==> src/rtl/shifter_adc_reader.sv <==
// Avalon-MM master for the shifter ADC: starts single-cycle conversion sequences, waits for the
// sample-store interrupt, averages 2^SLOT_LOG2 slots and publishes the gear-lever position.
module shifter_adc_reader #(
    parameter int SLOT_LOG2      = 2,
    parameter int PERIOD_CYCLES  = 50000,
    parameter int TIMEOUT_CYCLES = 100000
) (
    input  logic        clock_clk,
    input  logic        reset_sink_reset_n,
    input  logic        enable,
    input  logic        clear_err,
    output logic        sequencer_csr_address,
    output logic        sequencer_csr_read,
    output logic        sequencer_csr_write,
    output logic [31:0] sequencer_csr_writedata,
    input  logic [31:0] sequencer_csr_readdata,
    output logic [6:0]  sample_store_csr_address,
    output logic        sample_store_csr_read,
    output logic        sample_store_csr_write,
    output logic [31:0] sample_store_csr_writedata,
    input  logic [31:0] sample_store_csr_readdata,
    input  logic        sample_store_irq_irq,
    output logic [11:0] position_data,
    output logic        position_valid,
    output logic        timeout_err
);

    localparam int ACC_W   = 12 + SLOT_LOG2;
    localparam int CNT_MAX = (PERIOD_CYCLES > TIMEOUT_CYCLES) ? PERIOD_CYCLES : TIMEOUT_CYCLES;
    localparam int CNT_W   = $clog2(CNT_MAX + 1);

    localparam logic [CNT_W-1:0]     TIMEOUT_LAST = CNT_W'(TIMEOUT_CYCLES - 1);
    localparam logic [CNT_W-1:0]     PERIOD_LAST  = CNT_W'(PERIOD_CYCLES - 1);
    localparam logic [SLOT_LOG2-1:0] SLOT_LAST    = {SLOT_LOG2{1'b1}};

    localparam logic [6:0]  ADDR_IRQ_STATUS = 7'd65;
    localparam logic [6:0]  ADDR_IRQ_ENABLE = 7'd64;
    localparam logic [31:0] SEQ_RUN_SINGLE  = 32'h0000_0003;

    typedef enum logic [3:0] {
        ST_INIT,
        ST_IRQEN,
        ST_IDLE,
        ST_START,
        ST_WAIT_IRQ,
        ST_STOP,
        ST_READ,
        ST_CLEAR,
        ST_DONE,
        ST_HOLD
    } state_t;

    state_t               state_q;
    state_t               state_d;
    logic                 armed_q;
    logic [CNT_W-1:0]     cyc_cnt_q;
    logic [CNT_W-1:0]     cyc_cnt_inc;
    logic [SLOT_LOG2-1:0] slot_cnt_q;
    logic                 rd_pending_q;
    logic [ACC_W-1:0]     acc_q;
    logic [ACC_W-1:0]     acc_sum;
    logic                 unused_inputs;

    assign unused_inputs = ^{sequencer_csr_readdata, sample_store_csr_readdata[31:12]};

    assign cyc_cnt_inc = cyc_cnt_q + CNT_W'(1);
    assign acc_sum     = acc_q + ACC_W'(sample_store_csr_readdata[11:0]);

    // armed_q holds the INIT write off until the first clock after reset release,
    // so every output stays 0 while reset is asserted.
    always_ff @(posedge clock_clk or negedge reset_sink_reset_n) begin
        if (!reset_sink_reset_n) begin
            state_q <= ST_INIT;
            armed_q <= 1'b0;
        end else begin
            state_q <= state_d;
            armed_q <= 1'b1;
        end
    end

    // IRQEN and HOLD jump straight to START when enabled; IDLE is only the parking state.
    always_comb begin
        state_d = state_q;
        case (state_q)
            ST_INIT:     if (armed_q) state_d = ST_IRQEN;
            ST_IRQEN:    state_d = enable ? ST_START : ST_IDLE;
            ST_IDLE:     if (enable) state_d = ST_START;
            ST_START:    state_d = ST_WAIT_IRQ;
            ST_WAIT_IRQ: begin
                if (sample_store_irq_irq)             state_d = ST_READ;
                else if (cyc_cnt_inc == TIMEOUT_LAST) state_d = ST_STOP;
            end
            ST_STOP:     state_d = ST_HOLD;
            ST_READ:     if (slot_cnt_q == SLOT_LAST) state_d = ST_CLEAR;
            ST_CLEAR:    state_d = ST_DONE;
            ST_DONE:     state_d = ST_HOLD;
            ST_HOLD:     if (cyc_cnt_q == PERIOD_LAST) state_d = enable ? ST_START : ST_IDLE;
            default:     state_d = ST_INIT;
        endcase
    end

    // Bus timing: no waitrequest, every strobe is a single cycle, read data returns one cycle
    // after the read strobe, and address/writedata are forced to 0 whenever their strobe is low.
    always_comb begin
        sequencer_csr_address      = 1'b0;
        sequencer_csr_read         = 1'b0;
        sequencer_csr_write        = 1'b0;
        sequencer_csr_writedata    = 32'd0;
        sample_store_csr_address   = 7'd0;
        sample_store_csr_read      = 1'b0;
        sample_store_csr_write     = 1'b0;
        sample_store_csr_writedata = 32'd0;
        case (state_q)
            ST_INIT: begin
                if (armed_q) begin
                    sample_store_csr_write     = 1'b1;
                    sample_store_csr_address   = ADDR_IRQ_STATUS;
                    sample_store_csr_writedata = 32'd1;
                end
            end
            ST_IRQEN: begin
                sample_store_csr_write     = 1'b1;
                sample_store_csr_address   = ADDR_IRQ_ENABLE;
                sample_store_csr_writedata = 32'd1;
            end
            ST_START: begin
                sequencer_csr_write     = 1'b1;
                sequencer_csr_writedata = SEQ_RUN_SINGLE;
            end
            ST_STOP: begin
                sequencer_csr_write = 1'b1;
            end
            ST_READ: begin
                sample_store_csr_read    = 1'b1;
                sample_store_csr_address = 7'(slot_cnt_q);
            end
            ST_CLEAR: begin
                sample_store_csr_write     = 1'b1;
                sample_store_csr_address   = ADDR_IRQ_STATUS;
                sample_store_csr_writedata = 32'd1;
            end
            default: begin
            end
        endcase
    end

    // One counter serves both the irq timeout and the inter-sequence period.
    always_ff @(posedge clock_clk or negedge reset_sink_reset_n) begin
        if (!reset_sink_reset_n) begin
            cyc_cnt_q <= '0;
        end else if ((state_q == ST_WAIT_IRQ && !sample_store_irq_irq) || state_q == ST_HOLD) begin
            cyc_cnt_q <= cyc_cnt_inc;
        end else begin
            cyc_cnt_q <= '0;
        end
    end

    always_ff @(posedge clock_clk or negedge reset_sink_reset_n) begin
        if (!reset_sink_reset_n) begin
            slot_cnt_q   <= '0;
            rd_pending_q <= 1'b0;
            acc_q        <= '0;
        end else begin
            slot_cnt_q   <= (state_q == ST_READ) ? slot_cnt_q + SLOT_LOG2'(1) : '0;
            rd_pending_q <= sample_store_csr_read;
            if (state_q == ST_WAIT_IRQ && sample_store_irq_irq) begin
                acc_q <= '0;
            end else if (rd_pending_q) begin
                acc_q <= acc_sum;
            end
        end
    end

    // The last slot lands during CLEAR, so the average is taken from acc_sum there and
    // presented together with the valid pulse in DONE.
    always_ff @(posedge clock_clk or negedge reset_sink_reset_n) begin
        if (!reset_sink_reset_n) begin
            position_data  <= 12'd0;
            position_valid <= 1'b0;
        end else begin
            position_valid <= (state_q == ST_CLEAR);
            if (state_q == ST_CLEAR) begin
                position_data <= acc_sum[ACC_W-1:SLOT_LOG2];
            end
        end
    end

    always_ff @(posedge clock_clk or negedge reset_sink_reset_n) begin
        if (!reset_sink_reset_n) begin
            timeout_err <= 1'b0;
        end else if (state_q == ST_STOP) begin
            timeout_err <= 1'b1;
        end else if (clear_err) begin
            timeout_err <= 1'b0;
        end
    end

endmodule
==> config.mk <==
export PLATFORM = sky130hd
export DESIGN_NAME = shifter_adc_reader
export DESIGN_NICKNAME = d
export VERILOG_FILES = /design/src/rtl/shifter_adc_reader.sv
export SDC_FILE = /design/constraint.sdc
export NUM_CORES = 1
export LEC_CHECK = 0
export ABC_CLOCK_PERIOD_IN_PS = 3900
export CAP_MARGIN = 0
export CORE_MARGIN = 10
export CORE_UTILIZATION = 46
export DETAILED_ROUTE_END_ITERATION = 10
export GPL_ROUTABILITY_DRIVEN = 0
export PLACE_DENSITY_LB_ADDON = 0.2
export RECOVER_POWER = 25
export SLEW_MARGIN = 40
export SYNTH_ARGS = -nofsm -noshare
export SYNTH_HDL_FRONTEND = slang
export SYNTH_SLANG_ARGS = --single-unit
export TNS_END_PERCENT = 5
==> constraint.sdc <==
create_clock -name clock_clk -period 3.9 [get_ports clock_clk]
set_input_delay 0.39 -clock clock_clk [delete_from_list [all_inputs] [get_ports clock_clk]]
set_output_delay 0.39 -clock clock_clk [all_outputs]
set_load 0.01 [all_outputs]
After elaboration in Yosys (flattened, before gate mapping)
Index checks and enable logic that the tools add are counted.

operators by class
  $add $sub $neg = 3
  equality and inequality tests = 17
  multiplexer cells = 23
  reductions and logical operators = 11

operator list
  operator                 number
  $pmux W4 S9              1
  $mux W14                 2
  $pmux W7 S4              1
  $mux W4                  6
  $add A17 B1 Y17 const B  1
  $eq A17 B16 Y1 const B   1
  $eq A17 B17 Y1 const B   1
  $mux W17                 1
  $eq A4 B3 Y1 const B     4
  $add A14 B12 Y14         1
  $eq A4 B2 Y1 const B     2
  $eq A4 B4 Y1 const B     2
  $ne A2 B2 Y1 const B     4
  $mux W1                  7
  $mux W7                  1
  $reduce_or A2 Y1         3
  $reduce_and A5 Y1        1
  $eq A4 B1 Y1 const B     1
  $logic_not A4 Y1         1
  $mux W2                  2
  $pmux W1 S2              2
  $reduce_bool A2 Y1       2
  $ne A3 B3 Y1 const B     1
  $add A2 B1 Y2 const B    1
  other kinds (4)          5

storage, ports and cells
  register bits after elaboration = 53
  input port bits = 69
  output and inout port bits = 90

Logic depth before layout (Yosys ltp)
Gate-level depths: netlist of the first run.

  depth in word-level cells = 5
  mapped depth = 9
  depth with buffers taken out = 9

Least setup slack after synthesis of the first run
OpenSTA, ideal clock, no wires.

  path type = input port to flip-flop
  start point = input sample_store_csr_readdata[0]
  end point = register position_data[10]
  setup time = 0.136 ns
  data arrival time = 1.849 ns
  data required time = 3.764 ns
  path slack = 1.915 ns
  cell stages on the path = 9
  buffers on the path = 0
  cells stage by stage = ha_1 inv_1 fa_1 nor2b_1 o31a_1 o211ai_1 a21boi_0 xnor2_1 o21ai_0

between the ends
  word-level cells in the longest chain between the ends = 1

RTL lines
  item                  RTL line  RTL
  from (decl)           21        input logic [31:0] sample_store_csr_readdata,
  $add A14 B12 Y14      67        assign acc_sum = acc_q + ACC_W'(sample_store_csr_readdata[11:0]);
  to (signal assigned)  183       position_data <= acc_sum[ACC_W-1:SLOT_LOG2];
  to (decl)             23        output logic [11:0] position_data,

Every way passes these cells.
A chain may end at the register's enable or synchronous reset.

Final worst setup path of the first run
  start point = register state_q[3]
  end point = output sample_store_csr_address[1]

between the ends
  word-level cells in the longest chain between the ends = 2
  elaborated cells between the ends (all ways) = 5

RTL lines
  item                                        RTL line  RTL
  from (decl)                                 53        state_t state_q;
  from (signal assigned)                      76        state_q <= state_d;
  $eq A4 B3 Y1, or another cell as far along  113       case (state_q)
  $pmux W7 S4 *                               113
  to (decl)                                   17        output logic [6:0] sample_store_csr_address,

Mark *: on every way between the ends. The rest lies on a longest branch, timed or not.

==> results.py, run 1 <==
metrics = {
    "status": {
        "status": "finished with violations",
        "violations": "max-capacitance violations, max-slew violations",
    },
    "clock_network": {
        "root_buffer": "clkbuf_8",
        "numClockSinks": 53,
        "clk_pin_slew_ps": 100,
        "postCtsHoldBufs": 0,
        "clk_latency_ps": 310,
        "postCtsSetupBuffers": 0,
        "cts_buffers": 5,
        "cts-htree-levels": 2,
        "cts.path.max_buffers": 2,
        "cts_tree": "done",
        "cts_resized": 0,
    },
    "die": {
        "die-area_mm2": 0.0119,
        "die_w_um": 109,
        "core_area_mm2": 0.00773,
        "pin_count": 159,
        "num_rows": 32,
        "die_y_um": 109,
        "start_util": 0.471,
    },
    "placed_design": {
        "dp_slack_ps": 1200,
        "io_buffers": 39,
        "dp_hpwl_mm": 5.95,
    },
    "cells_and_area": {
        "antennaDiodeCount": 0,
        "fill_cells": 755,
        "drive_above_1_share": 0.0616,
        "syn2layout_area_growth_pct": 8.25,
        "nNetsFinal": 522,
        "seq_area_mm2": 0.00133,
        "multi_input_area_mm2": 0.00193,
    },
    "setup_path": {
        "max_stage_delay_ps": 530,
        "worst_ep_arrival_time_ps": 2440,
        "crit_family": "simple AND/OR/NAND/NOR gates",
        "path_buf_inv": 2,
        "worst_r2r_path_depth": 9,
        "critPathSlowestCell": "clkdlybuf4s50_1",
        "r2r-start": "acc_q[0]",
        "rrSetupSlack_ps": 1690,
        "crit_required_ps": 3510,
        "start_kind": "flop",
        "critPathCaptureType": "output port",
        "worstSetupPathType": "flop to output port",
        "reg2reg_to": "position_data[10]",
        "worstPathCellList": "inv_1 -> nand2_1 -> nor3b_1 -> and2_1 -> clkdlybuf4s50_1",
        "crit_start": "state_q[3]",
        "path_max_fanout": 12,
    },
    "logic_synthesis": {
        "avgSynthCellArea_um2": 8.95,
        "ys.flop_type": "dfrtp_1",
        "synth.most_common_cell": "buf_4",
        "synthArstFlopShare": 1.00,
        "ys_warn_count": 0,
        "netlist.area_leader.share": 0.364,
        "synth-edff-count": 0,
        "ys_types": 51,
        "synth_commonest_cells": "buf_4, dfrtp_1, nor2_1",
        "seq_area_frac_synth": 0.364,
        "ys_seq_elements": 53,
        "synth_top_cell_by_area": "dfrtp_1",
        "synthesis.area_mm2": 0.00364,
        "syn_inst": 407,
        "synth.area.top_cells": "dfrtp_1, buf_4, ha_1, nor2_1, xnor2_1",
    },
    "detailed_routing": {
        "viasPerCell": 4.77,
        "vias": 2575,
        "drc": 0,
        "final_antenna_net_count": 0,
        "routed_wl_mm": 7.64,
        "wl_per_cell_um": 14.1,
        "drt_iter0_markers": 80,
        "drtPass1Iterations": 4,
    },
    "global_route": {
        "grt_pass1_wl_mm": 12.5,
        "antenna_found_initial": 0,
        "grt-ovfl-total": 0,
        "first_global_vias": 2557,
        "grt_start_max_net_pins": 34,
        "gr-usage-all-layers": 0.127,
    },
    "timing": {
        "hold_viol_final": 0,
        "fin_skew_ps": 9.52,
        "fin_crit_ps": 2830,
        "relSlewSlack": -0.222,
        "setup_ws_ps": 1070,
        "hold-worst-slack_ps": 253,
        "max_freq_mhz": 353,
        "tightestPinTransition_ps": 1830,
        "period_share": 0.726,
        "rsz0062_at_grt": "no",
        "setup_tns_ps": 0,
        "setup_viol": 0,
        "finalMaxSlewViolations": 34,
    },
    "run": {
        "drv_cap": 1,
    },
    "pwr": {
        "max-vdd-ir-drop_v": 0.000230,
        "p_leak_nw": 1.73,
        "total_power_w": 0.00239,
        "power_density_mw_per_mm2": 607,
    },
    "min_path": {
        "hp-class": "input port to async pin",
    },
}
[layer usage]
| layer | track usage | vias to the layer above | share of wire |
|---|---|---|---|
| li1 | - | 1301 | - |
| met1 | 0.151 | 1202 | 0.42 |
| met2 | 0.224 | 68 | 0.51 |
| met3 | 0.0354 | 4 | 0.065 |
| met4 | 0.0254 | 0 | 0.0063 |
| met5 | 0 | - | 0 |
[through the flow]
stage                     instances   util  instance area [µm²]
final                           540  0.510                 3940
after global routing            540  0.510                 3940
after CTS                       540  0.511                 3950
after detailed placement        532  0.495                 3830
after global placement          532  0.495                 3820
after floorplan                 473      -                 3890
[registers in the layout, summed over array words and instances, names as in the netlist]
signal          count
acc_q              14
armed_q             1
cyc_cnt_q          17
position_data      12
position_valid      1
rd_pending_q        1
slot_cnt_q          2
state_q             4
timeout_err         1
[cell families (layout without fill, tap and decap cells)]
| group | after synthesis | in the layout | synth area share |
|---|---|---|---|
| xor+xnor | 28 | 28 | 0.0674 |
| flops | 53 | 53 | 0.364 |
| mux | 17 | 17 | 0.0498 |
| buf+inv | 96 | 61 | 0.175 |
| compound gates | 58 | 58 | 0.0993 |
| other cells | 2 | 68 | 0.00206 |
| simple gates | 137 | 137 | 0.185 |
| fa+ha+maj | 16 | 16 | 0.0570 |
[worst register-to-register path: stages (launching register included)]
cell      delay (ps)
dfrtp_1          360
ha_1             200
inv_1             70
fa_1             400
nor2b_1          170
o31a_1           210
o211ai_1         180
a21boi_0         260
xnor2_1          150
o21ai_0           90
[cells in the final DEF, fill, tap and decap left out, types with 2 or more instances in the layout]
cell type / n
clkdlybuf4s50_1: 38
xnor2_1: 20
nand2b_1: 7
dfrtp_1: 53
xor2_1: 8
and2_1: 2
nor2b_1: 2
or3_1: 2
nand2_1: 28
nor3_1: 16
and3_1: 3
nand4_1: 8
o22ai_1: 5
ha_1: 15
a21oi_1: 13
nor4_1: 3
a31oi_1: 4
clkbuf_1: 2
a21o_1: 3
o211ai_1: 3
nor3b_1: 2
o21ai_0: 15
nor2_1: 49
or2_2: 2
inv_1: 12
mux2i_1: 8
nand3_1: 5
a211oi_1: 4
clkbuf_8: 6
conb_1: 68
mux2_2: 9
o21a_1: 2
[how the worst max path moves through the flow]
stage,depth (start not counted),end
2_1_floorplan,9,position_data[10]
3_3_place_gp,10,position_data[10]
3_5_place_dp,10,position_data[10]
4_1_cts,5,sample_store_csr_address[1]
5_1_grt,2,cyc_cnt_q[12]
6_report,5,sample_store_csr_address[1]
[cell type report]
cell class,instances,area share
Multi-Input combinational cell,324,0.489
Sequential cell,53,0.337
Timing Repair Buffer,41,0.100
Tap cell,102,0.0324
Clock buffer,6,0.0210
Inverter,12,0.0114
Clock inverter,2,0.00952
[power by group]
part           leakage, nW  internal, W  switching [W]
sequential           0.691     0.000702       0.000153
clock               0.0574     0.000209       0.000185
combinational        0.986     0.000553       0.000591
Note: power is estimated with default switching activity, not from simulation.
==> run 2, diff against run 1 <==
ABC_CLOCK_PERIOD_IN_PS = 2840   (was 3900)
CORE_UTILIZATION = 43   (was 46)
clock period = 2.84 ns   (was 3.9 ns; I/O delays follow)
==> results.py, run 2 (synthesized netlist as in run 1, its figures left out) <==
metrics = {
    "detailed_routing": {
        "wl_per_cell_um": 14.1,
        "final_antenna_net_count": 0,
        "drtPass1Iterations": 4,
        "routed_wl_mm": 7.70,
        "drc": 0,
        "drt_iter0_markers": 106,
        "vias": 2584,
        "viasPerCell": 4.72,
    },
    "die": {
        "die_y_um": 112,
        "die-area_mm2": 0.0125,
        "num_rows": 33,
        "core_area_mm2": 0.00822,
        "pin_count": 159,
        "start_util": 0.443,
        "die_w_um": 112,
    },
    "pwr": {
        "p_leak_nw": 1.75,
        "total_power_w": 0.00320,
        "max-vdd-ir-drop_v": 0.000351,
        "power_density_mw_per_mm2": 812,
    },
    "placed_design": {
        "dp_slack_ps": 248,
        "io_buffers": 39,
        "dp_hpwl_mm": 5.99,
    },
    "timing": {
        "fin_skew_ps": 10.5,
        "max_freq_mhz": 388,
        "relSlewSlack": 0.376,
        "setup_ws_ps": 261,
        "fin_crit_ps": 2580,
        "period_share": 0.908,
        "hold_viol_final": 0,
        "tightestPinTransition_ps": 936,
        "setup_tns_ps": 0,
        "rsz0062_at_grt": "no",
        "setup_viol": 0,
        "finalMaxSlewViolations": 0,
    },
    "setup_path": {
        "start_kind": "flop",
        "r2r-start": "acc_q[0]",
        "crit_end": "sample_store_csr_address[1]",
        "critPathCaptureType": "output port",
        "crit_start": "state_q[3]",
        "worstSetupPathType": "flop to output port",
        "path_max_fanout": 12,
        "crit_required_ps": 2560,
        "reg2reg_to": "position_data[10]",
        "worst_r2r_path_depth": 9,
        "worst_ep_arrival_time_ps": 2290,
        "rrSetupSlack_ps": 630,
    },
    "global_route": {
        "grt_pass1_wl_mm": 12.9,
        "first_global_vias": 2649,
        "gr-usage-all-layers": 0.118,
        "grt-ovfl-total": 0,
        "antenna_found_initial": 0,
        "grt_start_max_net_pins": 38,
    },
    "run": {
        "drv_cap": 0,
    },
    "clock_network": {
        "root_buffer": "clkbuf_8",
        "clk_latency_ps": 310,
        "cts-htree-levels": 2,
        "cts_resized": 0,
        "clk_pin_slew_ps": 100,
        "cts.path.max_buffers": 2,
        "cts_buffers": 5,
        "cts_tree": "done",
        "numClockSinks": 53,
    },
    "cells_and_area": {
        "antennaDiodeCount": 0,
        "nNetsFinal": 526,
        "drive_above_1_share": 0.0679,
        "top_regs": "cyc_cnt_q: 17 flops, acc_q: 14 flops, position_data: 12 flops",
        "syn2layout_area_growth_pct": 8.38,
        "layout_commonest_cell": "conb_1",
        "post-route-util": 0.480,
        "final_cell_mix": "conb_1, dfrtp_1, nor2_1",
        "regMostFlops": "cyc_cnt_q",
        "largest_register_ff_count": 17,
    },
    "status": {
        "status": "completed",
    },
    "min_path": {
        "hp-class": "flop to flop",
    },
}
run 2: cell count changes in the layout (fill, tap and decap cells not counted):
cell and change:
buf_4 +3, bufinv_16 -1, clkbuf_1 -1, clkbuf_2 +1, clkbuf_8 -1, clkinv_2 +1
dlygate4sd3_1 +1, inv_6 +1, nor2_1 +1, nor2_2 -1
run 2: what timing repair did:
item / CTS / global route
buffers inserted: 0 / 0
hold buffers: 1 / 0
endpoints found under the hold margin: 16 / 0
endpoints found under the setup margin: 0 / 0
run 2: through the flow:
step | area, µm² | cells | hold WS, ps
detailed placement | 3850 | 538 | 229
CTS | 3950 | 547 | 411
global route | 3950 | 547 | 501
global placement | 3850 | 538 | 222
finish | 3950 | 547 | 478
floorplan | 3890 | 473 | -11.6
run 2: metal layers:
layer	GRT usage	wire (µm)	vias to the layer above	part of all wire
li1	-	-	1309	-
met1	0.143	3430	1213	0.45
met2	0.204	3830	56	0.50
met3	0.0330	392	6	0.051
met4	0.0228	51	0	0.0066
met5	0	0	-	0
run 2: power by group:
part | switching (W) | internal (W) | leakage, nW | total [W]
clock | 0.000268 | 0.000176 | 0.0445 | 0.000444
sequential | 0.000199 | 0.000964 | 0.691 | 0.00116
combinational | 0.000830 | 0.000768 | 1.01 | 0.00160
total | 0.00130 | 0.00191 | 1.75 | 0.00320
run 2: worst min-delay path by stage:
stage                             from          endpoint  slack, ps  depth (start not counted)
global placement    reset_sink_reset_n          acc_q[5]        220                          1
CTS                 reset_sink_reset_n  position_data[7]        410                          2
floorplan           reset_sink_reset_n          acc_q[0]        -10                          0
finish                   slot_cnt_q[0]     slot_cnt_q[0]        480                          1
detailed placement  reset_sink_reset_n          acc_q[5]        230                          1
global route             slot_cnt_q[0]     slot_cnt_q[0]        500                          1
run 2: critical path, stage by stage, from the launching register on:
cell,delay [ps]
dfrtp_1,520
inv_1,220
nand2_1,180
nor3b_1,250
buf_4,160
and2_1,110
clkdlybuf4s50_1,530
run 2: final cells by class:
class	instances	area, µm²
clock inverters	3	21.3
inverters	12	45.0
well taps	105	131
flip-flops and latches	53	1330
multi-input cells	324	1920
repair buffers	45	429
clock buffers	5	68.8
fillers	807	4270
==> run 3, diff against run 2 <==
CTS_CLUSTER_DIAMETER = 60   (was unset)
==> results of run 3 <==
Final layout, timing and power as in run 2 (identical DEF).
